<file path="src/rtl/fabric_port_pkg.sv">
// Shared definitions for the fabric port: flit control-bit positions, packetizer
// states and the effective flit-count rule used by the packetizer.
package fabric_port_pkg;

    localparam int FP_PAYLOAD_WIDTH = 32;
    localparam int FP_FLIT_WIDTH    = FP_PAYLOAD_WIDTH + 3;

    // Control-bit positions decoded by the FIFO tail lookahead (default width)
    localparam int VALID_POS = FP_FLIT_WIDTH - 1;
    localparam int HEAD_POS  = FP_FLIT_WIDTH - 2;
    localparam int TAIL_POS  = FP_FLIT_WIDTH - 3;

    typedef enum logic [0:0] {
        IDLE = 1'b0,
        SEND = 1'b1
    } pkt_state_e;

    // Zero-length requests become one flit; oversize requests are clipped
    function automatic int eff_count(input int num_flits, input int max_flits);
        if (num_flits == 0) begin
            return 1;
        end else if (num_flits > max_flits) begin
            return max_flits;
        end else begin
            return num_flits;
        end
    endfunction

endpackage

</file>
<file path="src/rtl/fabric_port_in_packetizer_flit_select.sv">
// Combinational payload mux: picks chunk[sel] out of the latched packet.
module fabric_port_in_packetizer_flit_select #(
    parameter int PAYLOAD_WIDTH = 32,
    parameter int MAX_FLITS     = 4,
    parameter int IDX_W         = $clog2(MAX_FLITS)
) (
    input  logic [MAX_FLITS*PAYLOAD_WIDTH-1:0] pkt_data,
    input  logic [IDX_W-1:0]                   sel,
    output logic [PAYLOAD_WIDTH-1:0]           chunk
);

    logic [PAYLOAD_WIDTH-1:0] chunk_s;

    // Index-driven chunk selection; out-of-range indices yield zero
    always_comb begin
        chunk_s = '0;
        for (int k = 0; k < MAX_FLITS; k++) begin
            chunk_s = (sel == IDX_W'(k)) ? pkt_data[k*PAYLOAD_WIDTH +: PAYLOAD_WIDTH] : chunk_s;
        end
    end

    assign chunk = chunk_s;

endmodule

</file>
<file path="src/rtl/fabric_port_in_packetizer.sv">
// Ingress packetizer: accepts a whole packet, emits one flit per cycle into the
// flit FIFO with valid/head/tail stamped, never writing while the FIFO is full.
module fabric_port_in_packetizer
    import fabric_port_pkg::*;
#(
    parameter int PAYLOAD_WIDTH = 32,
    parameter int MAX_FLITS     = 4,
    parameter int FLIT_WIDTH    = PAYLOAD_WIDTH + 3
) (
    input  logic                               clk,
    input  logic                               preset_full,
    input  logic [MAX_FLITS*PAYLOAD_WIDTH-1:0] i_data,
    input  logic [$clog2(MAX_FLITS+1)-1:0]     i_num_flits,
    input  logic                               i_valid,
    output logic                               o_ready,
    output logic [FLIT_WIDTH-1:0]              o_flit,
    output logic                               o_write_en,
    input  logic                               i_full,
    output logic                               o_busy
);

    localparam int IDX_W     = $clog2(MAX_FLITS);
    localparam int CNT_W     = $clog2(MAX_FLITS+1);
    localparam int VALID_BIT = VALID_POS + (FLIT_WIDTH - FP_FLIT_WIDTH);
    localparam int HEAD_BIT  = HEAD_POS + (FLIT_WIDTH - FP_FLIT_WIDTH);
    localparam int TAIL_BIT  = TAIL_POS + (FLIT_WIDTH - FP_FLIT_WIDTH);

    pkt_state_e                         state_r;
    pkt_state_e                         state_next_s;
    logic [IDX_W-1:0]                   idx_r;
    logic [CNT_W-1:0]                   n_r;
    logic [MAX_FLITS*PAYLOAD_WIDTH-1:0] pkt_r;
    logic [PAYLOAD_WIDTH-1:0]           chunk_s;
    logic                               last_s;
    logic                               write_s;
    logic                               ready_s;
    logic                               accept_s;

    fabric_port_in_packetizer_flit_select #(
        .PAYLOAD_WIDTH (PAYLOAD_WIDTH),
        .MAX_FLITS     (MAX_FLITS),
        .IDX_W         (IDX_W)
    ) u_flit_select (
        .pkt_data (pkt_r),
        .sel      (idx_r),
        .chunk    (chunk_s)
    );

    assign last_s   = (CNT_W'(idx_r) == (n_r - CNT_W'(1)));
    assign write_s  = (state_r == SEND) & ~i_full;
    assign ready_s  = (state_r == IDLE) | (last_s & ~i_full);
    assign accept_s = i_valid & ready_s;

    // State register
    always_ff @(posedge clk or posedge preset_full) begin
        if (preset_full) begin
            state_r <= IDLE;
        end else begin
            state_r <= state_next_s;
        end
    end

    // Next-state: a tail write either chains straight into the next packet or idles
    always_comb begin
        state_next_s = state_r;
        case (state_r)
            IDLE: begin
                if (accept_s) begin
                    state_next_s = SEND;
                end else begin
                    state_next_s = IDLE;
                end
            end
            SEND: begin
                if (write_s & last_s & ~accept_s) begin
                    state_next_s = IDLE;
                end else begin
                    state_next_s = SEND;
                end
            end
            default: state_next_s = IDLE;
        endcase
    end

    // Packet register and flit index; everything holds while the FIFO is full
    always_ff @(posedge clk or posedge preset_full) begin
        if (preset_full) begin
            pkt_r <= '0;
            n_r   <= '0;
            idx_r <= '0;
        end else if (accept_s) begin
            pkt_r <= i_data;
            n_r   <= CNT_W'(eff_count(int'(i_num_flits), MAX_FLITS));
            idx_r <= '0;
        end else if (write_s) begin
            idx_r <= idx_r + IDX_W'(1);
        end
    end

    // Outputs: flit built from registers only; strobes gated by the full flag
    always_comb begin
        o_flit     = '0;
        o_ready    = ready_s;
        o_write_en = write_s;
        o_busy     = (state_r == SEND);
        if (state_r == SEND) begin
            o_flit[VALID_BIT]           = 1'b1;
            o_flit[HEAD_BIT]            = (idx_r == '0);
            o_flit[TAIL_BIT]            = last_s;
            o_flit[PAYLOAD_WIDTH-1:0]   = chunk_s;
        end else begin
            o_flit = '0;
        end
    end

endmodule

</file>
<file path="config.mk">
export PLATFORM = sky130hd
export DESIGN_NAME = fabric_port_in_packetizer
export DESIGN_NICKNAME = d
export VERILOG_FILES = /design/src/rtl/fabric_port_pkg.sv /design/src/rtl/fabric_port_in_packetizer_flit_select.sv /design/src/rtl/fabric_port_in_packetizer.sv
export SDC_FILE = /design/constraint.sdc
export NUM_CORES = 1
export LEC_CHECK = 0
export ABC_CLOCK_PERIOD_IN_PS = 5100
export BUFFER_PORTS_ARGS = -buffer_cell sky130_fd_sc_hd__buf_2
export CAP_MARGIN = 20
export CORE_MARGIN = 2
export CORE_UTILIZATION = 40
export DETAILED_ROUTE_END_ITERATION = 10
export GPL_TIMING_DRIVEN = 0
export PLACE_DENSITY_LB_ADDON = 0.3
export SLEW_MARGIN = 20
export SYNTH_ARGS = -nofsm -noshare
export SYNTH_HDL_FRONTEND = slang
export SYNTH_HIERARCHICAL = 1
export SYNTH_SLANG_ARGS = --single-unit
</file>
<file path="constraint.sdc">
create_clock -name clk -period 5.1 [get_ports clk]
set_input_delay 0.765 -clock clk [delete_from_list [all_inputs] [get_ports clk]]
set_output_delay 0.765 -clock clk [all_outputs]
set_load 0.01 [all_outputs]
</file>
## Word level (Yosys, flattened, before mapping)

Index checks and enable logic that the tools add are counted.

| word-level totals | value |
|---|---|
| register bits | 134 |
| ROM bits | 0 |
| memories kept | 0 |
| logic and storage cells | 35 |
| bits of input ports | 135 |
| memory bits (writable) | 0 |
| latch bits | 0 |

| cells by class | value |
|---|---|
| bitwise operators | 9 |
| multipliers | 0 |
| add/sub/neg operators | 2 |
| div/mod/pow operators | 0 |
| muxes and demuxes | 12 |
| shifts and indexed selects | 0 |
| reductions and logical operators | 3 |
| order comparisons | 1 |
| eq/ne operators | 4 |

Operators with widths:

| kind | count |
|---|---|
| two-way mux 32 bit | 4 |
| two-way mux 35 bit | 1 |
| two-way mux 3 bit | 2 |
| AND 1 bit | 5 |
| equality test 2 bit (second input constant) | 2 |
| two-way mux 2 bit | 2 |
| equality test 2 x 3 -> 1 bit | 1 |
| greater-than comparator 3 bit (second input constant) | 1 |
| zero test 3 bit | 1 |
| NOT 1 bit | 3 |
| subtractor 3 x 1 -> 3 bit (second input constant) | 1 |
| adder 2 x 1 -> 2 bit (second input constant) | 1 |
| equality test 2 x 1 -> 1 bit (second input constant) | 1 |
| zero test 2 bit | 1 |
| two-way mux 1 bit | 2 |
| case mux 1 bit (2 select lines) | 1 |
| nonzero test 2 bit | 1 |
| OR 1 bit | 1 |

## Longest topological paths before layout

| depth | value |
|---|---|
| depth in word-level cells | 9 |
| gate-level depth with buffers | 7 |

## Cells and area by module

Netlist, hierarchy kept.

By module, submodules not included:

| module | cells each | area each (um^2) | instances |
|---|---|---|---|
| fabric_port_in_packetizer | 346 | 5,383.9 | 1 |
| fabric_port_in_packetizer_flit_select | 39 | 814.5 | 1 |

## Worst setup path before layout

Ideal clock, no wire load.

| timing path | value |
|---|---|
| path kind | flip-flop to output port |
| start | reg n_r[0] |
| end | out o_ready |
| buffers on the path | 0 |
| required time | 4,335 ps |
| stages on the path, launching flop included | 5 |
| path slack | 2,852 ps |
| arrival time | 1,483 ps |
| cell sequence | dfrtp_1 > inv_1 > ha_1 > xnor2_1 > o41ai_1 |

| between the ends | value |
|---|---|
| word-level cells in the longest chain between the ends | 4 |

RTL lines:

| what | RTL line | source |
|---|---|---|
| start, declared | fabric_port_in_packetizer.sv:31 | `logic [CNT_W-1:0] n_r;` |
| start signal, assigned | fabric_port_in_packetizer.sv:93 | `n_r <= CNT_W'(eff_count(int'(i_num_flits), MAX_FLITS));` |
| subtractor 3 x 1 -> 3 bit | fabric_port_in_packetizer.sv:49 | `assign last_s = (CNT_W'(idx_r) == (n_r - CNT_W'(1)));` |
| equality test 2 x 3 -> 1 bit | fabric_port_in_packetizer.sv:49 |  |
| AND 1 bit | fabric_port_in_packetizer.sv:51 | `assign ready_s = (state_r == IDLE) \| (last_s & ~i_full);` |
| OR 1 bit | fabric_port_in_packetizer.sv:51 |  |
| end, declared | fabric_port_in_packetizer.sv:15 | `output logic o_ready,` |

Every way passes these cells.

## Worst setup path after layout

| timing path | value |
|---|---|
| start | reg state_r, in the netlist o_busy |
| end | out o_flit[14] |

| between the ends | value |
|---|---|
| word-level cells in the longest chain between the ends | 1 |

RTL lines:

| what | RTL line | source |
|---|---|---|
| start, declared | fabric_port_in_packetizer.sv:28 | `pkt_state_e state_r;` |
| start signal, assigned | fabric_port_in_packetizer.sv:59 | `state_r <= state_next_s;` |
| two-way mux 35 bit | fabric_port_in_packetizer.sv:106 | `if (state_r == SEND) begin` |
| end, declared | fabric_port_in_packetizer.sv:16 | `output logic [FLIT_WIDTH-1:0] o_flit,` |

Every way passes these cells.

==> out/metrics.csv <==
stage;metric;value;unit
critical_path;crit_required;4.34;ns
sta;grt_setup_unrepaired;false;
sta;hold_viol;0;
critical_path;cp-end-kind;output pin;
logic_synthesis;synth-edff-count;0;
grt;first_global_vias;4238;
placed_design;place_congestion;0.747;
critical_path;critical_path_class;flop to output pin;
grt;grt_max_degree;69;
cts;cts.sinks;134;
power;switching_power;1.75;mW
sta;fin_crit;2.85;ns
outcome;status;complete, no violations;
cts;cts_resized;0;
floorplan;die-width;128;µm
sta;maxSlewHeadroom;0.576;
routing;finalWirelength;14600;µm
sta;worst_slew_pin_slew;0.630;ns
sta;report.final.setup_viol;0;
power;swShare;0.323;
sta;fin_ws;2.25;ns
critical_path;critPathTopFamily;buffers and inverters;
grt;grt_overflow;0;
logic_synthesis;syn_area;0.00620;mm²
floorplan;die-area;0.0165;mm²
routing;via_count;3943;
critical_path;cpPeakStageDelay;0.46;ns
grt;grtUsageTotal;0.185;
sta;fin_tns_setup;0;ns
critical_path;cp_common_cell;clkbuf_1;
grt;antenna_found_initial;3;
power;power_frac_clock;0.200;
final_layout;drive_gt1_frac;0.501;
sta;whs;0.394;ns
cts;clk_latency;0.41;ns
sta;clock_skew;0.00627;ns
sta;report.final.slew_viol_count;0;
power;seqPwrFrac;0.347;
logic_synthesis;yosysSeqAreaShare;0.541;
placed_design;pre_cts_slack;2.45;ns
cts;hold_buffers;0;
placed_design;port_buffers;172;
cts;cts_made_buffers;17;
critical_path;path_cells;clkbuf_1 > clkbuf_1 > and2_1 > buf_2;
final_layout;area_delta_synth_final;26.7;%
routing;drt_iter0_drc;152;
routing;drc;0;
critical_path;path_depth;4;
cts;cts_tree;yes;
logic_synthesis;ys_types;27;
critical_path;timing.critical_path.buf_inv;3;
power;p_int;3.67;mW
routing;met3WireLength;653;µm
hold_path;worstHoldPathType;primary input to asynchronous set/reset pin;
sta;max_freq;351;MHz
routing;wl_met1;6150;µm
floorplan;pin_count;173;
logic_synthesis;synth_seq_cells;134;
grt;grt_pass1_wl;22800;µm
floorplan;rows;45;
routing;met2_length;7500;µm
floorplan;core_area;0.0151;mm²
logic_synthesis;ys_warn_count;6;
power;cellPowerDensity;690;mW/mm²
logic_synthesis;syn_nets;522;
cts;cts.clk_slew.worst_paths;0.05;ns
flow_run;maxCapViolCount;0;
cts;cts_root_buffer;clkbuf_16;
logic_synthesis;synthCells;385;
floorplan;initial_core_util;0.409;
final_layout;nets;714;
power;p_leak;3.63;nW
cts;post_cts_buffers;0;
floorplan;fp.dieH;128;µm
placed_design;hpwlAfterDp;10400;µm
critical_path;worst_path_max_delay_cell;clkbuf_1;
critical_path;start_kind;flop;
routing;drtAntennaViolNets;0;
critical_path;path_max_fanout;10;
critical_path;critPathArrivalTime;2.09;ns
logic_synthesis;ys_async_sr_fraction;1.00;
critical_path;reg2reg_depth;7;
power;peakVddDrop;0.249;mV
logic_synthesis;synth.avg_cell_area;16.1;µm²
power;pwr-share-comb;0.453;
routing;viasPerCell;5.07;
routing;routedWlPerCell;18.7;µm
sta;period_share;0.559;
cts;cts_buffer_depth;2;
cts;htreeDepth;4;
power;finalPower;5.42;mW
logic_synthesis;synth_flop_cell;dfrtp_1;
routing;drtPass1Iterations;4;
routing;top_layer;met4;
## layout make-up
type                    count  area, µm²
fillers                  1298       7290
flip-flops and latches    134       3350
multi-input cells         218       2580
repair buffers            173        888
clock buffers              24        492
plain buffers              26        238
well taps                 188        235
inverters                   7       33.8
clock inverters             5       25.0
diodes                      2       5.00
## worst register-to-register path: stages, from the launching register on
cell     delay (ns)
dfrtp_1        0.38
inv_1          0.05
ha_1           0.30
xnor2_1        0.20
o41ai_2        0.68
buf_4          0.34
buf_6          0.20
mux2_1         0.35
## registers in the layout, summed over array words and instances (netlist names)
signal / count
idx_r: 2
n_r: 3
o_busy: 1
pkt_r: 128
## power groups by stage
| stage | Sequential [mW] | Combinational, mW | Clock (mW) |
|---|---|---|---|
| after global routing | 1.95 | 2.67 | 1.16 |
| after global placement | 1.86 | 2.44 | 0 |
| after floorplan | 1.79 | 1.82 | 0 |
| after CTS | 1.88 | 2.50 | 1.10 |
| final | 1.88 | 2.45 | 1.08 |
| after detailed placement | 1.90 | 2.50 | 0 |
## cell usage after synthesis (all sizes together), types with 2 or more instances
cell type  count  area, µm²
o41ai          3       33.8
dfrtp        134       3350
buf           22        223
mux2         130       1460
and2          33        206
inv            7       26.3
mux4          32        728
ha             2       25.0
nand3          2       10.0
nand2b         4       25.0
clkbuf         4       15.0
o31a           2       17.5
xnor2          2       17.5
## cell usage in the layout (no fill, tap or decap)
cell type / n
xnor2_1: 2
inv_1: 6
mux2_2: 41
diode_2: 2
o41ai_2: 1
clkinv_2: 5
buf_2: 179
a21oi_1: 1
and2_1: 33
nor2b_1: 1
clkbuf_1: 7
buf_16: 1
mux4_1: 2
mux2i_1: 1
ha_1: 2
buf_4: 2
mux2_1: 89
mux4_2: 30
nand3_1: 2
o21ai_0: 1
dfrtp_1: 134
inv_8: 1
buf_6: 10
nor4_1: 1
o41ai_1: 2
nand2b_1: 4
clkbuf_8: 4
xor2_1: 1
nand2_1: 1
buf_12: 3
clkbuf_16: 17
o31a_1: 2
nor4b_1: 1
## metrics by stage
stage / area, µm² / instances / util
final: 7850 / 777 / 0.518
after detailed placement: 7330 / 746 / 0.484
after global placement: 7290 / 745 / 0.482
after floorplan: 6200 / 385 / -
after global routing: 7850 / 777 / 0.518
after CTS: 7850 / 775 / 0.518
## path summary, 6_finish.rpt
kind                                  startpoint                endpoint  slack (ns)
max reg2reg                   n_r[0]$_DFFE_PP0P_  pkt_r[103]$_DFFE_PP0P_        2.47
max                             o_busy$_DFF_PP0_              o_flit[14]        2.25
min in group clk           pkt_r[32]$_DFFE_PP0P_   pkt_r[32]$_DFFE_PP0P_        0.48
min                                  preset_full   pkt_r[77]$_DFFE_PP0P_        0.39
max in group asynchronous            preset_full   pkt_r[92]$_DFFE_PP0P_        4.02
min reg2reg                pkt_r[32]$_DFFE_PP0P_   pkt_r[32]$_DFFE_PP0P_        0.48
## layer usage
metal	GRT usage	up-vias
li1	-	1787
met1	0.227	2033
met2	0.318	101
met3	0.0445	22
met4	0.0718	0
met5	0	-
## cell families (layout without fill, tap and decap cells)
group                      Yosys count  after routing  synth area share
AOI/OAI and AO/OA                    7              7           0.00989
xor gates and xnor gates             3              3           0.00424
adders and majority gates            2              2           0.00404
buffers and inverters               33            235            0.0426
DFF                                134            134             0.541
muxes                              163            163             0.355
other                                0              2                 0
and+or+nand+nor                     43             43            0.0430
No activity file was read; power rests on OpenSTA's default activity.
